$ cat src/rtl/gate_truth_sequencer_pkg.sv
// Shared types and the reference truth table for the gate self-test sequencer.
package gate_seq_pkg;

    typedef enum logic [1:0] {
        IDLE,
        DRIVE,
        DONE
    } state_e;

    typedef enum logic [1:0] {
        OP_AND,
        OP_OR,
        OP_XOR,
        OP_NAND
    } op_e;

    function automatic logic expected(op_e op, logic a, logic b);
        logic y;
        case (op)
            OP_AND:  y = a & b;
            OP_OR:   y = a | b;
            OP_XOR:  y = a ^ b;
            OP_NAND: y = ~(a & b);
            default: y = 1'b0;
        endcase
        return y;
    endfunction

endpackage

$ cat src/rtl/gate_truth_sequencer_if.sv
// Start/op request, GUT drive/sense and LED status signals of the gate sequencer.
interface gate_truth_sequencer_if;

    logic       start_i;
    logic [1:0] op_i;
    logic       a_o;
    logic       b_o;
    logic       c_i;
    logic       busy_o;
    logic       done_o;
    logic       pass_o;
    logic [4:0] led_o;

    modport master (
        output start_i, op_i, c_i,
        input  a_o, b_o, busy_o, done_o, pass_o, led_o
    );

    modport slave (
        input  start_i, op_i, c_i,
        output a_o, b_o, busy_o, done_o, pass_o, led_o
    );

endinterface

$ cat src/rtl/gate_truth_sequencer_hold_counter.sv
// Per-combination hold timer: counts 0..tick_count_p-1, flags the terminal count.
module hold_counter #(
    parameter int tick_count_p = 12000000
) (
    input  logic clk_i,
    input  logic reset_i,
    input  logic clear_i,
    input  logic en_i,
    output logic last_o
);

    localparam int cnt_w = $clog2(tick_count_p);
    localparam logic [cnt_w-1:0] last_val = cnt_w'(tick_count_p - 1);

    logic [cnt_w-1:0] cnt;

    always_ff @(posedge clk_i) begin
        if (reset_i || clear_i) begin
            cnt <= '0;
        end else if (en_i) begin
            cnt <= cnt + cnt_w'(1);
        end
    end

    assign last_o = (cnt == last_val);

endmodule

$ cat src/rtl/gate_truth_sequencer.sv
// Walks a two-input gate through 00,01,10,11, checks each output against the
// selected operation and reports per-combination and overall pass on the LEDs.
//
//   state | meaning
//   IDLE  | after reset, GUT inputs 0, waiting for start rising edge
//   DRIVE | holding combination k for tick_count_p cycles, sampling at the end
//   DONE  | results valid, inputs held at 11, new start reruns
module gate_truth_sequencer
    import gate_seq_pkg::*;
#(
    parameter int tick_count_p = 12000000
) (
    input logic                   clk_i,
    input logic                   reset_i,
    gate_truth_sequencer_if.slave bus
);

    state_e     state, state_next;
    op_e        op_q, op_next;
    logic [1:0] k, k_next;
    logic [3:0] result, result_next;
    logic       start_q;
    logic       start_rise;
    logic       cnt_clear;
    logic       cnt_en;
    logic       cnt_last;
    logic       busy_q;
    logic       done_q;
    logic       pass_q;

    // History resets high so a start level held through reset is not an edge.
    assign start_rise = bus.start_i & ~start_q;

    hold_counter #(
        .tick_count_p(tick_count_p)
    ) u_hold (
        .clk_i  (clk_i),
        .reset_i(reset_i),
        .clear_i(cnt_clear),
        .en_i   (cnt_en),
        .last_o (cnt_last)
    );

    always_ff @(posedge clk_i) begin
        if (reset_i) begin
            state   <= IDLE;
            op_q    <= OP_AND;
            k       <= 2'd0;
            result  <= 4'd0;
            start_q <= 1'b1;
            busy_q  <= 1'b0;
            done_q  <= 1'b0;
            pass_q  <= 1'b0;
        end else begin
            state   <= state_next;
            op_q    <= op_next;
            k       <= k_next;
            result  <= result_next;
            start_q <= bus.start_i;
            busy_q  <= (state_next == DRIVE);
            done_q  <= (state_next == DONE);
            pass_q  <= (state_next == DONE) && (&result_next);
        end
    end

    always_comb begin
        state_next  = state;
        op_next     = op_q;
        k_next      = k;
        result_next = result;
        cnt_clear   = 1'b0;
        cnt_en      = 1'b0;
        case (state)
            IDLE, DONE: begin
                if (start_rise) begin
                    state_next  = DRIVE;
                    op_next     = op_e'(bus.op_i);
                    k_next      = 2'd0;
                    result_next = 4'd0;
                    cnt_clear   = 1'b1;
                end
            end
            DRIVE: begin
                cnt_en = 1'b1;
                if (cnt_last) begin
                    result_next[k] = (bus.c_i == expected(op_q, k[1], k[0]));
                    cnt_clear      = 1'b1;
                    if (k == 2'd3) begin
                        state_next = DONE;
                    end else begin
                        k_next = k + 2'd1;
                    end
                end
            end
            default: state_next = IDLE;
        endcase
    end

    // k sits at 0 in IDLE and at 3 in DONE, so it drives the GUT directly.
    assign bus.a_o    = k[1];
    assign bus.b_o    = k[0];
    assign bus.busy_o = busy_q;
    assign bus.done_o = done_q;
    assign bus.pass_o = pass_q;
    assign bus.led_o  = {pass_q, result};

endmodule

$ cat src/flat_wrapper.sv
// flat-port wrapper written by rule: the top's interface ports become plain ports
module gate_truth_sequencer_flat import gate_seq_pkg::*;
#(
    parameter int tick_count_p = 12000000
)
  (clk_i, reset_i, bus_start_i, bus_op_i, bus_c_i, bus_a_o, bus_b_o, bus_busy_o, bus_done_o, bus_pass_o, bus_led_o);
  gate_truth_sequencer_if bus_i ();
  input logic clk_i;
  input logic reset_i;
  input wire logic [$bits(bus_i.start_i)-1:0] bus_start_i;
  input wire logic [$bits(bus_i.op_i)-1:0] bus_op_i;
  input wire logic [$bits(bus_i.c_i)-1:0] bus_c_i;
  output wire logic [$bits(bus_i.a_o)-1:0] bus_a_o;
  output wire logic [$bits(bus_i.b_o)-1:0] bus_b_o;
  output wire logic [$bits(bus_i.busy_o)-1:0] bus_busy_o;
  output wire logic [$bits(bus_i.done_o)-1:0] bus_done_o;
  output wire logic [$bits(bus_i.pass_o)-1:0] bus_pass_o;
  output wire logic [$bits(bus_i.led_o)-1:0] bus_led_o;
  assign bus_i.start_i = bus_start_i;
  assign bus_i.op_i = bus_op_i;
  assign bus_i.c_i = bus_c_i;
  assign bus_a_o = bus_i.a_o;
  assign bus_b_o = bus_i.b_o;
  assign bus_busy_o = bus_i.busy_o;
  assign bus_done_o = bus_i.done_o;
  assign bus_pass_o = bus_i.pass_o;
  assign bus_led_o = bus_i.led_o;
  gate_truth_sequencer #(.tick_count_p(tick_count_p)) u_core (.clk_i(clk_i), .reset_i(reset_i), .bus(bus_i));
endmodule
$ cat config.mk
export PLATFORM = sky130hd
export DESIGN_NAME = gate_truth_sequencer_flat
export DESIGN_NICKNAME = d
export VERILOG_FILES = /design/src/rtl/gate_truth_sequencer_pkg.sv /design/src/rtl/gate_truth_sequencer_if.sv /design/src/rtl/gate_truth_sequencer_hold_counter.sv /design/src/rtl/gate_truth_sequencer.sv /design/src/flat_wrapper.sv
export SDC_FILE = /design/constraint.sdc
export NUM_CORES = 1
export LEC_CHECK = 0
export CORE_MARGIN = 3
export CORE_UTILIZATION = 51
export DETAILED_ROUTE_END_ITERATION = 10
export GPL_TIMING_DRIVEN = 0
export PLACE_DENSITY = 0.74
export SYNTH_ARGS = -nofsm -noshare
export SYNTH_HDL_FRONTEND = slang
export SYNTH_SLANG_ARGS = --single-unit
$ cat constraint.sdc
create_clock -name clk_i -period 1.69 [get_ports clk_i]
set_input_delay 0.2535 -clock clk_i [delete_from_list [all_inputs] [get_ports clk_i]]
set_output_delay 0.2535 -clock clk_i [all_outputs]
set_load 0.1 [all_outputs]
Yosys cells after proc, flatten, opt, wreduce, memory -nomap -nowiden --
Cells that the tools add are included. W data, S select, Z words.
Storage, ports and cells: bits in registers 38, output and inout bits 10, logic and storage cells 63, input bits 6
Operators by class: eq/ne operators 13, add/sub/neg operators 2, magnitude comparators 2, bitwise operators 6, reductions and logical operators 10, multiplexer cells 21
Operator list (number):
- $add A24 B1 Y24 const B | 1
- $eq A24 B24 Y1 const B | 1
- $mux W2 | 6
- $eq A2 B2 Y1 const B | 5
- $mux W4 | 2
- $pmux W2 S2 | 2
- $pmux W4 S2 | 1
- $reduce_and A4 Y1 | 2
- $eq A2 B1 Y1 const B | 3
- $mux W1 | 6
- $bwmux W4 | 1
- $logic_not A2 Y1 | 2
- $ne A2 B1 Y1 const B | 2
- $pmux W1 S4 | 1
- $lt A2 B3 Y1 const B | 1
- $add A2 B1 Y2 const B | 1
- $and A1 B1 Y1 | 2
- $demux W1 S2 | 1
- $ge A2 B1 Y1 const B | 1
- $logic_and A1 B1 Y1 | 2
- $ne A2 B2 Y1 const B | 1
- $not A1 Y1 | 2
- $pmux W1 S2 | 1
- $reduce_and A2 Y1 | 1
- other kinds (6) | 6

Longest topological paths before layout --
word-level depth 11, gate-level depth with buffers 9, depth with buffers taken out 8

By module --
Synthesis repeated with hierarchy kept, for this count alone.
Second synthesis, totals: cell total of the unflattened synthesis 213, area total of the unflattened synthesis 1911.8 sq um
Modules (own cells, without submodules):
- hold_counter | seq. area each 480.5 sq um, times used 1, cells an instance 141, area an instance 1231.2 sq um
- gate_truth_sequencer | seq. area each 280.3 sq um, times used 1, cells an instance 72, area an instance 680.7 sq um

Worst setup path before layout --
Ideal clock, no wire load.
path kind reg2reg, from reg u_core.k[0], to reg u_core.pass_q, in the netlist u_core.bus.pass_o, data arrival time 2361 ps, path slack -800 ps, required time 1561 ps, stages on the path, launching flop included 9, clock period less this slack 2490 ps, setup time 129 ps, path buffers 0, path through dfxtp_1 -> inv_1 -> ha_1 -> mux2i_1 -> mux2i_1 -> nand3b_1 -> and3_2 -> o21ai_1 -> nor4_2
On the way: word-level cells in the longest chain between the ends 11, elaborated cells on any way between the ends 23, classes of those cells 2 x order compare; 3 x eq/ne; 11 x mux; 4 x bitwise; 3 x reduce/logical
Ends and longest elaborated chain:
- from (decl) | RTL line gate_truth_sequencer.sv:20 | logic [1:0] k, k_next;
- from (signal assigned) | RTL line gate_truth_sequencer.sv:57 | k <= k_next;
- $and A1 B1 Y1 | RTL line gate_truth_sequencer_pkg.sv:20, gate_truth_sequencer_pkg.sv:23
- $not A1 Y1 | RTL line gate_truth_sequencer_pkg.sv:23 | OP_NAND: y = ~(a & b);
- $pmux W1 S4 | RTL line gate_truth_sequencer_pkg.sv:19 | case (op)
- $mux W1 | RTL line gate_truth_sequencer.sv:85 | if (cnt_last) begin
- $mux W1 | RTL line gate_truth_sequencer.sv:73 | case (state)
- $eq A1 B1 Y1 | RTL line gate_truth_sequencer.sv:86 | result_next[k] = (bus.c_i == expected(op_q, k[1], k[0]));
- $bwmux W4 | RTL line gate_truth_sequencer.sv:86
- $mux W4 | RTL line gate_truth_sequencer.sv:85
- $pmux W4 S2 | RTL line gate_truth_sequencer.sv:73
- $reduce_and A4 Y1 | RTL line gate_truth_sequencer.sv:62 | pass_q <= (state_next == DONE) && (&result_next);
- $logic_and A1 B1 Y1 * | RTL line gate_truth_sequencer.sv:62
- to (signal assigned) | RTL line gate_truth_sequencer.sv:62
- to (decl) | RTL line gate_truth_sequencer.sv:29 | logic pass_q;
Every way passes the cells marked *; elsewhere a longest branch is shown, timed or not. The select of a mux whose other input is x is not followed. A chain may end at the register's enable or synchronous reset.

Worst setup path in the final report --
from reg u_core.u_hold.cnt[8], to reg u_core.k[1]
On the way: word-level cells in the longest chain between the ends 3
Ends and longest elaborated chain:
- from (decl) | RTL line gate_truth_sequencer_hold_counter.sv:15 | logic [cnt_w-1:0] cnt;
- from (signal assigned) | RTL line gate_truth_sequencer_hold_counter.sv:21 | cnt <= cnt + cnt_w'(1);
- $eq A24 B24 Y1 | RTL line gate_truth_sequencer_hold_counter.sv:25 | assign last_o = (cnt == last_val);
- $ne A2 B1 Y1 (no line)
- $reduce_and A4 Y1 (no line)
Every way passes these cells.

==> impl_metrics.tcl <==
set metrics [dict create \
    outcome "finished with violations" \
    violations "negative setup slack" \
    cp-start-kind "flop" \
    rows 21 \
    track_usage 0.213 \
    setup_ws_ns -0.173 \
    drcViolationCount 0 \
    max_stage_delay_ns 0.49 \
    h-tree-depth 2 \
    whs_ns 0.515 \
    port-buffer-count 15 \
    initial_utilization 0.552 \
    wl_per_cell_um 14.5 \
    synth_edf_count 0 \
    grt_max_degree 12 \
    antenna_found_initial 0 \
    syn_avg_cell_area_um2 8.91 \
    min_to "u_core.u_hold.cnt[10]" \
    hold_path_class "reg2reg" \
    cts-hold-fix-buffers 0 \
    p_switching_w 0.000400 \
    final_cells 303 \
    max_freq_mhz 537 \
    via_per_inst 5.37 \
    fin_nets 268 \
    p_leak_nw 0.940 \
    fin_crit_sh 1.10 \
    intPower_w 0.00137 \
    maxCapViolCount 0 \
    vias 1628 \
    cts_made_buffers 5 \
    hold_viol_final 0 \
    synthFlopType "dfxtp_1" \
    r2r_end "u_core.k[1]" \
    placedCellCount 276 \
    io-pin-count 16 \
    holdPathStages 2 \
    grt_pass1_vias 1572 \
    async_flop_share 0 \
    dr.first_iter.drc_count 72 \
    irDropWorstVdd_mv 0.660 \
    core_um2 3470 \
    diodes 0 \
    place_congestion 0.750 \
    syn_to_final_growth_pct 37.9 \
    overflow 0 \
    synth_top_area_cell "dfxtp_1" \
    clock_path_buffers 2 \
    p_sw_frac 0.226 \
    worst-slew-pin-transition_ns 0.546 \
    synth.area.top_cells "dfxtp_1 40%, nor2_1 8.0%, xnor2_1 6.4%" \
    ys_seq_area_frac 0.397 \
    synth-seq-cells 38 \
    synth_fp_nets 226 \
    hpwl_um 2700 \
    die_y_um 67.3 \
    clockRootBuffer "clkbuf_8" \
    dieArea_um2 4530 \
    min-delay-start "u_core.u_hold.cnt[10]" \
    seqPwrFrac 0.510 \
    critical_path_arrival_ns 2.08 \
    fin_crit_ns 1.86 \
    clk_pin_slew_ns 0.08 \
    drt-total-wl_um 4380 \
    r2r_setup_slack_ns -0.17 \
    worstPathMaxFanout 4 \
    r2r_cells 6 \
    drtPass1Iterations 4 \
    critPathKind "reg2reg" \
    die_w_um 67.3 \
    clock_sinks 38 \
    clockPowerShare 0.416 \
    worstSkewPairLatency_ns 0.29 \
    ys_types 49 \
    cts_tree "yes" \
    crit_path_end_kind "flop" \
    skew_ns 0.00797 \
    route.antenna.remaining_nets 0 \
    worstPathRequired_ns 1.90 \
    slew_headroom 0.634 \
    power_density_nw_per_um2 670 \
    r2r-start "u_core.u_hold.cnt[8]" \
    tns_ns -4.04 \
    synth_top_area_share 0.397 \
    cp_cell_sequence "nand4bb_4, or2_4, nor3_4, a21oi_2, or4b_1, a21oi_1" \
    fill_cells 237 \
    yosys_warnings 0 \
    finalMaxSlewViolations 0 \
    grt_pass1_wl_um 7280 \
    final_cell_mix "38 x nor2_1, 25 x dfxtp_1, 20 x buf_4, 15 x nand2_1, 14 x xnor2_1" \
    setup_viol 30 \
    final_common_cell "nor2_1" \
    grt_setup_unrepaired "yes" \
    synthCells 215 \
    slowest_stage "or4b_1" \
    pre_cts_ws_ns -0.353 \
    synth_area_um2 1920 \
    p_comb_frac 0.074 \
    layout-drive-gt1-share 0.389 \
]
## cell families after synthesis
logic type      count (synthesis)  synth area share
flops                          38             0.397
mux                             5            0.0261
fa+ha+maj                       5            0.0327
buf+inv                        13            0.0300
compound gates                 19            0.0601
xor+xnor                       22             0.101
simple gates                  113             0.353
## critical path, delay by kind of cell, from the launching register on
family	cells	cell delay, ns
and+or+nand+nor	4	1.18
DFF	1	0.36
AOI/OAI and AO/OA	2	0.23
## area by class of cell
cell class / instances / area [um2] / area share
clock buffers: 7 / 108 / 0.0407
inverters: 5 / 23.8 / 0.00900
plain buffers: 8 / 75.1 / 0.0284
repair buffers: 35 / 328 / 0.124
flip-flops and latches: 38 / 787 / 0.298
well taps: 46 / 57.6 / 0.0218
multi-input cells: 164 / 1260 / 0.478
## flip-flops by register name, indices dropped and copies added, names as in the netlist
register           flops
u_core.bus.done_o      1
u_core.k               2
u_core.result          4
u_core.u_hold.cnt     24
u_core.state           2
u_core.bus.pass_o      1
u_core.start_q         1
u_core.op_q            2
u_core.bus.busy_o      1
## cell usage after synthesis (2+ instances only)
library cell,n
buf_2,4
and4_1,4
xnor2_1,14
xor2_1,8
a21oi_2,2
nor4b_1,2
nor4_1,3
nor3_1,2
ha_1,5
nor2_1,41
nand4_1,6
nand2b_1,3
nor3_2,2
nand2_1,16
nand3_1,9
dfxtp_1,38
a21oi_1,7
and2_1,3
clkbuf_1,3
nand3b_1,2
o21ai_0,5
mux2i_1,5
inv_1,5
## through the flow
step	instance area (um2)	total power, W	util
2_1_floorplan	1980	0.000986	-
3_3_place_gp	2190	0.00102	0.630
3_5_place_dp	2190	0.00102	0.630
4_1_cts	2510	0.00177	0.725
5_1_grt	2640	0.00183	0.762
6_report	2640	0.00177	0.762
## routing by layer
metal / global-route usage / vias up / wire length (um) / part of all wire
met4: 0.0886 / 0 / 74 / 0.017
met2: 0.334 / 30 / 2040 / 0.46
met1: 0.280 / 765 / 2110 / 0.48
li1: - / 825 / - / -
met3: 0.0483 / 8 / 163 / 0.037
met5: 0 / - / 0 / 0
## worst max-delay path by stage
stage	start	to	slack (ns)	depth (start not counted)
final	u_core.u_hold.cnt[8]	u_core.k[1]	-0.17	6
after CTS	u_core.u_hold.cnt[0]	u_core.k[1]	-0.18	7
after global placement	bus_start_i	u_core.k[0]	-0.40	5
after global routing	u_core.u_hold.cnt[0]	u_core.bus.pass_o	-0.26	7
after floorplan	u_core.k[0]	u_core.bus.pass_o	-0.13	7
after detailed placement	bus_start_i	u_core.k[0]	-0.35	5
## power by group through the flow
stage | Combinational (W) | Clock [W] | Sequential [W]
detailed placement | 0.0000909 | 0 | 0.000927
global route | 0.000139 | 0.000790 | 0.000905
global placement | 0.0000911 | 0 | 0.000927
floorplan | 0.0000487 | 0 | 0.000937
finish | 0.000131 | 0.000737 | 0.000904
CTS | 0.000116 | 0.000748 | 0.000903
## repair_timing
item / 4_1_cts / 5_1_grt
cloned: 1 / 1
buffers inserted: 13 / 6
pin swaps: 22 / 8
setup endpoints to repair: 43 / 34
resized for setup: 61 / 22
hold endpoints to repair: 0 / 0
No activity file was read; power rests on OpenSTA's default activity.
